### src/rtl/hwpe_stream_sink_earlystall.sv
// Stream-to-TCDM write sink with early stall: one registered write slot, in_ready_o low whenever that slot cannot drain this cycle.
// Optional stall-cycle counter output stall_cnt_o is built when HWPE_SINK_STALL_CNT_EN is defined.
module hwpe_stream_sink_earlystall #(
  parameter int unsigned DATA_WIDTH = 32,
  parameter int unsigned ADDR_WIDTH = 32,
  parameter int unsigned CNT_WIDTH  = 16
) (
  input  logic                    clk_i,
  input  logic                    rst_i,
  input  logic                    clear_i,
  input  logic                    start_i,
  input  logic [ADDR_WIDTH-1:0]   base_addr_i,
  input  logic [ADDR_WIDTH-1:0]   stride_i,
  input  logic [CNT_WIDTH-1:0]    word_count_i,
  input  logic                    in_valid_i,
  input  logic [DATA_WIDTH-1:0]   in_data_i,
  output logic                    in_ready_o,
  output logic                    tcdm_req_o,
  input  logic                    tcdm_gnt_i,
  output logic [ADDR_WIDTH-1:0]   tcdm_add_o,
  output logic                    tcdm_wen_o,
  output logic [DATA_WIDTH-1:0]   tcdm_data_o,
  output logic [DATA_WIDTH/8-1:0] tcdm_be_o,
  output logic                    busy_o,
  output logic                    done_o
`ifdef HWPE_SINK_STALL_CNT_EN
  ,
  output logic [CNT_WIDTH-1:0]    stall_cnt_o
`endif
);

  // Handshakes: a stream beat moves when in_valid_i && in_ready_o; a TCDM
  // write completes when tcdm_req_o && tcdm_gnt_i. Request payload is held
  // stable from request until grant.

  localparam logic [CNT_WIDTH-1:0] CNT_ONE = {{(CNT_WIDTH-1){1'b0}}, 1'b1};

  typedef enum logic [1:0] {IDLE, RUN, DONE} state_e;

  state_e                  state_q, state_d;
  logic [ADDR_WIDTH-1:0]   next_addr_q, next_addr_d;
  logic [ADDR_WIDTH-1:0]   stride_q, stride_d;
  logic [CNT_WIDTH-1:0]    count_q, count_d;
  logic [CNT_WIDTH-1:0]    acc_q, acc_d;
  logic [CNT_WIDTH-1:0]    wr_q, wr_d;
  logic                    out_valid_q, out_valid_d;
  logic [ADDR_WIDTH-1:0]   out_addr_q, out_addr_d;
  logic [DATA_WIDTH-1:0]   out_data_q, out_data_d;

  logic sync_clr;
  logic job_start;
  logic beat;
  logic grant;
  logic last_grant;

  assign sync_clr   = rst_i | clear_i;
  assign job_start  = (state_q == IDLE) && start_i;
  assign beat       = in_valid_i && in_ready_o;
  assign grant      = out_valid_q && tcdm_gnt_i;
  assign last_grant = grant && (wr_q == count_q - CNT_ONE);

  always_ff @(posedge clk_i) begin
    if (sync_clr) begin
      state_q     <= IDLE;
      next_addr_q <= '0;
      stride_q    <= '0;
      count_q     <= '0;
      acc_q       <= '0;
      wr_q        <= '0;
      out_valid_q <= 1'b0;
      out_addr_q  <= '0;
      out_data_q  <= '0;
    end else begin
      state_q     <= state_d;
      next_addr_q <= next_addr_d;
      stride_q    <= stride_d;
      count_q     <= count_d;
      acc_q       <= acc_d;
      wr_q        <= wr_d;
      out_valid_q <= out_valid_d;
      out_addr_q  <= out_addr_d;
      out_data_q  <= out_data_d;
    end
  end

  always_comb begin
    state_d = state_q;
    case (state_q)
      IDLE: begin
        if (start_i) state_d = (word_count_i == '0) ? DONE : RUN;
      end
      RUN: begin
        if (last_grant) state_d = DONE;
      end
      DONE:    state_d = IDLE;
      default: state_d = IDLE;
    endcase
  end

  // A grant and a new beat in the same cycle overwrite the slot directly.
  always_comb begin
    next_addr_d = next_addr_q;
    stride_d    = stride_q;
    count_d     = count_q;
    acc_d       = acc_q;
    wr_d        = wr_q;
    out_valid_d = out_valid_q;
    out_addr_d  = out_addr_q;
    out_data_d  = out_data_q;
    if (job_start) begin
      next_addr_d = base_addr_i;
      stride_d    = stride_i;
      count_d     = word_count_i;
      acc_d       = '0;
      wr_d        = '0;
    end
    if (grant) begin
      wr_d        = wr_q + CNT_ONE;
      out_valid_d = 1'b0;
    end
    if (beat) begin
      out_valid_d = 1'b1;
      out_addr_d  = next_addr_q;
      out_data_d  = in_data_i;
      next_addr_d = next_addr_q + stride_q;
      acc_d       = acc_q + CNT_ONE;
    end
  end

  always_comb begin
    in_ready_o  = (state_q == RUN) && !sync_clr &&
                  (!out_valid_q || tcdm_gnt_i) && (acc_q < count_q);
    tcdm_req_o  = out_valid_q;
    tcdm_add_o  = out_addr_q;
    tcdm_data_o = out_data_q;
    tcdm_wen_o  = !out_valid_q;
    tcdm_be_o   = {(DATA_WIDTH/8){out_valid_q}};
    busy_o      = (state_q != IDLE);
    done_o      = (state_q == DONE);
  end

`ifdef HWPE_SINK_STALL_CNT_EN
  logic [CNT_WIDTH-1:0] stall_q, stall_d;

  always_comb begin
    stall_d = stall_q;
    if (job_start) begin
      stall_d = '0;
    end else if ((state_q == RUN) && out_valid_q && !tcdm_gnt_i && (stall_q != '1)) begin
      stall_d = stall_q + CNT_ONE;
    end
  end

  always_ff @(posedge clk_i) begin
    if (sync_clr) stall_q <= '0;
    else          stall_q <= stall_d;
  end

  assign stall_cnt_o = stall_q;
`endif

endmodule

### config.mk
export PLATFORM = sky130hd
export DESIGN_NAME = hwpe_stream_sink_earlystall
export DESIGN_NICKNAME = d
export VERILOG_FILES = /design/src/rtl/hwpe_stream_sink_earlystall.sv
export SDC_FILE = /design/constraint.sdc
export NUM_CORES = 1
export LEC_CHECK = 0
export ABC_AREA = 1
export CELL_PAD_IN_SITES_DETAIL_PLACEMENT = 0
export CELL_PAD_IN_SITES_GLOBAL_PLACEMENT = 1
export CORE_MARGIN = 10
export CORE_UTILIZATION = 40
export DETAILED_ROUTE_END_ITERATION = 6
export PLACE_DENSITY = 0.87
export SYNTH_ARGS = -nofsm -noshare
export SYNTH_HDL_FRONTEND = slang
export SYNTH_SLANG_ARGS = --single-unit
### constraint.sdc
create_clock -name clk_i -period 4.2 [get_ports clk_i]
set_clock_uncertainty 0.15 [all_clocks]
set_input_delay 1.26 -clock clk_i [delete_from_list [all_inputs] [get_ports clk_i]]
set_output_delay 1.26 -clock clk_i [all_outputs]
set_load 0.01 [all_outputs]
==> impl_metrics.json, run 1 <==
{
  "crit_path_cell_trace": "clkdlybuf4s50_1, nor2_4, nand2_1, clkinv_1, nand4_1, nor2_2, nand2_1, inv_1, dlygate4sd2_1",
  "cp-start-kind": "primary input",
  "leakage_nw": 5.72,
  "yosys.area_share.adder_pct": 6.04,
  "dpl.hpwl_microns": 24700,
  "rsz0062_at_grt": "false",
  "place_ws_ns": -0.0821,
  "clkPwrFrac_pct": 41.9,
  "synthXorXnorAreaFrac_pct": 2.47,
  "final_hold_viol_count": 0,
  "initialDrtViolationCount": 544,
  "cpMostUsedCell": "nand2_1",
  "grt_max_degree": 89,
  "ioPinCount": 191,
  "drt-total-wl_microns": 32600,
  "ys_seq_area_share_pct": 34.2,
  "synthArstFlopShare_pct": 0,
  "synth-seq-cells": 179,
  "synth_area_sq_um": 10500,
  "powerDensity_nw_per_um2": 292,
  "layout-drive-gt1-share_pct": 3.41,
  "nFillCells": 2706,
  "crit_slowest_cell": "clkdlybuf4s50_1",
  "dr.pass1.iters": 5,
  "cpPeakStageDelay_ns": 0.44,
  "clock_latency_ns": 0.45,
  "cts_buffers": 17,
  "power_frac_seq_pct": 45.6,
  "layout_setup_ws_ns": 0.210,
  "vias_per_cell": 4.86,
  "synthMuxAreaShare_pct": 0,
  "critical_path.max_fanout": 2,
  "finalSetupViolCount": 0,
  "worstSetupPathType": "primary input to output port",
  "startpoint": "rst_i",
  "nNetsFinal": 2000,
  "drc": 0,
  "max-clock-path-buffers": 2,
  "postCtsSetupBuffers": 0,
  "comb_power_share_pct": 12.5,
  "grt_pass1_wl_microns": 53400,
  "fp.coreArea_sq_um": 25900,
  "r2r-start": "count_q[9]",
  "cts_tree": "yes",
  "antenna_found_initial": 1,
  "critPathCaptureType": "output port",
  "portBuffers": 190,
  "synth.top_cells.by_area": "dfxtp_1, nand2_1, a21oi_1, inv_1, ha_1",
  "synthFlopType": "dfxtp_1",
  "overflow": 0,
  "fin_cells": 2181,
  "holdCritStartpoint": "tcdm_add_o[30]",
  "synthCells": 1671,
  "synth-simple-area-share_pct": 33.8,
  "crit_required_ns": 2.79,
  "initial_core_util_pct": 40.5,
  "area_delta_synth_final_pct": 26.2,
  "clk_pin_slew_worst_paths_ns": 0.07,
  "synth_top_family_by_area": "simple AND/OR/NAND/NOR gates",
  "yosysMostFrequentCell": "nand2_1",
  "root_buffer": "clkbuf_16",
  "p_sw_w": 0.00112,
  "fmax_mhz": 251,
  "switching_share_pct": 28.9,
  "dieArea_sq_um": 33100,
  "h-tree-depth": 4,
  "final_max_slew_viol_count": 0,
  "die-width_microns": 182,
  "synth-compound-area-share_pct": 12.9,
  "arrival_ns": 2.58,
  "postRouteAntennaNets": 0,
  "holdBufCountCts": 0,
  "avgSynthCellArea_sq_um": 6.27,
  "slew_headroom_pct": 54.5,
  "synth-edff-count": 0,
  "syn_nets": 1839,
  "cap_violations": 0,
  "rows": 59,
  "synth_top_area_share_pct": 34.2,
  "finalCritPeriodShare_pct": 95.0,
  "internal_power_w": 0.00274,
  "cts.sinks": 179,
  "die_h_microns": 182,
  "setup_tns_ns": 0,
  "period_minus_slack_ns": 3.99,
  "hold_class": "register to register",
  "avgRoutedWirePerCell_microns": 15.0,
  "place_inst": 2148,
  "globalplace.congestion": 0.882,
  "grt_pass1_vias": 10400,
  "synthDistinctLibCells": 44,
  "status": "complete, no violations",
  "ir_worst_vdd_mv": 0.199,
  "worstMarginPinSlew_ns": 0.683,
  "grt_util_all_layers_pct": 19.5,
  "synth_top_cell_by_area": "dfxtp_1",
  "synth_commonest_cells": "nand2_1, inv_1, dfxtp_1, a21oi_1, nor2_1",
  "yosys_warnings": 0,
  "via_count": 10600
}
timing repair:
item | 4_1_cts | 5_1_grt
resized for setup | 1 | 0
hold endpoints to repair | 0 | 0
setup endpoints to repair | 1 | 0
critical path, delay by kind of cell:
kind | cells | cell delay, ns
AND/OR/NAND/NOR | 5 | 0.51
buffers and inverters | 4 | 0.81
flip-flops by register name (all words and copies together) (netlist names):
| name | cells |
|---|---|
| tcdm_add_o | 32 |
| count_q | 16 |
| acc_q | 16 |
| next_addr_q | 32 |
| tcdm_data_o | 32 |
| wr_q | 16 |
| tcdm_req_o | 1 |
| state_q | 2 |
| stride_q | 32 |
placed cells by master, fill, tap and decap left out, types with 3 or more instances in the layout:
master and instances:
nor2_1 162, nand3_1 79, clkbuf_16 17, a21oi_1 176
clkdlybuf4s50_1 189, xor2_1 15, inv_8 6, buf_4 11
o21ai_0 68, nand2_1 578, xnor2_1 12, nand4_1 19
and2_1 4, inv_1 206, nand3b_1 3, nor2_2 4
inv_2 3, a211oi_1 3, dfxtp_1 179, buf_12 3
ha_1 49, inv_6 3, nor3_1 14, or2_2 3
a21boi_0 4
layer usage:
layer	share of wire [%]	GRT usage [%]	routed length [microns]
met1	44	23.1	14400
met2	51	35.1	16500
met3	3.4	3.32	1100
met4	1.8	5.76	597
met5	0	0	0
logic make-up (layout without fill, tap and decap cells):
group,after synthesis,in the layout
simple gates,877,877
buf+inv,275,449
compound gates,262,262
flops,179,179
fa+ha+maj,50,50
xor+xnor,28,28
other cells,0,1
power by group through the flow:
stage | Sequential (W) | Clock (W) | Combinational [W]
floorplan | 0.00179 | 0 | 0.000285
global placement | 0.00180 | 0 | 0.000481
detailed placement | 0.00180 | 0 | 0.000486
CTS | 0.00176 | 0.00165 | 0.000489
global route | 0.00176 | 0.00173 | 0.000549
finish | 0.00176 | 0.00162 | 0.000484
path summary, 6_finish.rpt:
path | endpoint | slack [ns] | cells past startpoint
setup / recovery | in_ready_o | 0.21 | 9
hold / removal | tcdm_add_o[30] | 0.31 | 2
setup reg to reg | next_addr_q[31] | 1.47 | 14
hold reg to reg | tcdm_add_o[30] | 0.31 | 2
layout make-up:
cell class	instances	area, sq um	share of cell area (%)
sequential	179	3580	27.1
inverter	213	803	6.07
antenna	1	2.50	0.0189
timing repair buffer	204	2040	15.4
multi-input combinational	1217	5800	43.8
tap	335	419	3.17
clock inverter	15	159	1.20
clock buffer	17	425	3.22
stage by stage:
stage          utilization [%]  cell area [sq um]  hold slack, ns  total power, W
2_1_floorplan                -              10500           0.306         0.00207
3_3_place_gp              48.8              12600           0.301         0.00228
3_5_place_dp              48.8              12600           0.305         0.00228
4_1_cts                   51.1              13200           0.316         0.00390
5_1_grt                   51.1              13200           0.332         0.00404
6_report                  51.1              13200           0.315         0.00386
(Power assumes the default switching activity.)
==> inputs of run 2 (changes only) <==
--- a/config.mk
+++ b/config.mk
@@ -8,10 +8,11 @@
 export ABC_AREA = 1
 export CELL_PAD_IN_SITES_DETAIL_PLACEMENT = 0
 export CELL_PAD_IN_SITES_GLOBAL_PLACEMENT = 1
-export CORE_MARGIN = 10
+export CORE_MARGIN = 2
 export CORE_UTILIZATION = 40
 export DETAILED_ROUTE_END_ITERATION = 6
 export PLACE_DENSITY = 0.87
+export SLEW_MARGIN = 40
 export SYNTH_ARGS = -nofsm -noshare
 export SYNTH_HDL_FRONTEND = slang
 export SYNTH_SLANG_ARGS = --single-unit
==> impl_metrics.json, run 2 (synthesized netlist as in run 1, its figures left out) <==
{
  "r2r_slack_ns": 1.52,
  "drc": 0,
  "crit_buf_inv": 4,
  "critPathCaptureType": "output port",
  "cts_buffers": 17,
  "globalplace.congestion": 0.912,
  "crit_slowest_cell": "clkdlybuf4s50_1",
  "setup_tns_ns": 0,
  "nNetsFinal": 1998,
  "worstMarginPinSlew_ns": 0.699,
  "dpl.hpwl_microns": 23200,
  "final_area_sq_um": 13300,
  "final_hold_viol_count": 0,
  "critical_path.top_delay_family": "buffers and inverters",
  "initialDrtViolationCount": 578,
  "cpMostUsedCell": "nand2_1",
  "ff2ff_path_depth": 14,
  "grt_pass1_vias": 9960,
  "grt_max_degree": 89,
  "h-tree-depth": 4,
  "area_delta_synth_final_pct": 26.5,
  "fp.coreArea_sq_um": 25900,
  "r2r-start": "count_q[9]",
  "dieArea_sq_um": 27500,
  "cap_violations": 0,
  "reg2reg_to": "tcdm_data_o[16]",
  "worstSetupPathType": "primary input to output port",
  "cp-start-kind": "primary input",
  "cts.sinks": 179,
  "rsz0062_at_grt": "false",
  "hold_end": "tcdm_data_o[8]",
  "avgRoutedWirePerCell_microns": 14.3,
  "root_buffer": "clkbuf_16",
  "via_count": 10600,
  "place_area_sq_um": 12700,
  "crit_required_ns": 2.79,
  "final_max_slew_viol_count": 0,
  "internal_power_w": 0.00277,
  "place_inst": 2146,
  "hold_depth": 2,
  "powerDensity_nw_per_um2": 293,
  "grt_pass1_wl_microns": 50500,
  "period_minus_slack_ns": 3.98,
  "mostFrequentLayoutCells": "nand2_1, inv_1, clkdlybuf4s50_1",
  "die-width_microns": 166,
  "power_frac_seq_pct": 45.2,
  "portBuffers": 190,
  "ir_worst_vdd_mv": 0.253,
  "hold_slack_ns": 0.316,
  "fmax_mhz": 251,
  "rows": 59,
  "vias_per_cell": 4.87,
  "leakage_nw": 5.73,
  "finalCritPeriodShare_pct": 94.8,
  "postCtsSetupBuffers": 0,
  "antenna_found_initial": 0,
  "ioPinCount": 191,
  "p_sw_w": 0.00112,
  "overflow": 0,
  "clk_pin_slew_worst_paths_ns": 0.08,
  "cts_tree": "yes",
  "cpPeakStageDelay_ns": 0.44,
  "hold_class": "register to register",
  "grt_util_all_layers_pct": 22.3,
  "arrival_ns": 2.57,
  "drt-total-wl_microns": 31100,
  "layout-drive-gt1-share_pct": 3.31,
  "holdBufCountCts": 0,
  "status": "complete, no violations",
  "holdCritStartpoint": "tcdm_data_o[8]",
  "slew_headroom_pct": 53.0,
  "dr.pass1.iters": 5,
  "final_common_cell": "nand2_1",
  "postRouteAntennaNets": 0,
  "crit_path_cell_trace": "clkdlybuf4s50_1, nor2_4, nand2_1, clkinv_1, nand4_1, nor2_2, nand2_1, inv_1, dlygate4sd2_1",
  "comb_power_share_pct": 12.5,
  "switching_share_pct": 28.9,
  "fin_cells": 2178,
  "finalSetupViolCount": 0,
  "initial_core_util_pct": 40.5,
  "clkPwrFrac_pct": 42.3,
  "antennaDiodeCount": 0,
  "critical_path.max_fanout": 2,
  "max-clock-path-buffers": 2,
  "die_h_microns": 166,
  "clock_latency_ns": 0.45
}
run 2: stage by stage:
step | worst slack [ns] | power (W) | utilization (%)
2_1_floorplan | 0.951 | 0.00207 | -
3_3_place_gp | -0.0772 | 0.00228 | 48.8
3_5_place_dp | -0.0835 | 0.00229 | 48.8
4_1_cts | 0.197 | 0.00393 | 51.2
5_1_grt | 0.138 | 0.00406 | 51.2
6_report | 0.216 | 0.00389 | 51.2
run 2: how the worst max path moves through the flow:
stage	startpoint	end	slack, ns	depth (start not counted)
6_report	rst_i	in_ready_o	0.22	9
5_1_grt	rst_i	in_ready_o	0.14	9
4_1_cts	rst_i	in_ready_o	0.20	9
3_5_place_dp	clear_i	in_ready_o	-0.08	9
3_3_place_gp	clear_i	in_ready_o	-0.08	9
2_1_floorplan	clear_i	in_ready_o	0.95	7
run 2: cell type report:
cell class | instances | area (sq um)
fill | 2687 | 12700
multi-input combinational | 1217 | 5800
sequential | 179 | 3580
timing repair buffer | 202 | 2050
inverter | 213 | 803
clock buffer | 18 | 439
tap | 335 | 419
clock inverter | 14 | 160
run 2: worst register-to-register path: cells and delay by family (launching register included):
family,cells,cell delay [ns]
AOI/OAI and AO/OA,3,0.37
adders and majority gates,1,0.31
buffers and inverters,6,1.03
DFF,1,0.40
and+or+nand+nor,4,0.34
run 2: power groups by stage:
stage / registers (W) / logic [W] / clock network (W)
after detailed placement: 0.00180 / 0.000487 / 0
after CTS: 0.00176 / 0.000491 / 0.00168
after global routing: 0.00176 / 0.000545 / 0.00175
final: 0.00176 / 0.000485 / 0.00165
after floorplan: 0.00179 / 0.000285 / 0
after global placement: 0.00180 / 0.000484 / 0
run 2: repair_timing:
| item | CTS | global route |
|---|---|---|
| endpoints found under the setup margin | 1 | 0 |
| endpoints found under the hold margin | 0 | 0 |
| gates resized for setup | 1 | 0 |
run 2: metal layers:
layer | track usage, % | vias to the layer above | part of all wire, %
met5 | 0 | - | 0
met4 | 5.14 | 0 | 1.2
met3 | 3.05 | 24 | 4.0
met2 | 40.5 | 234 | 50
met1 | 28.1 | 4744 | 45
li1 | - | 5594 | -
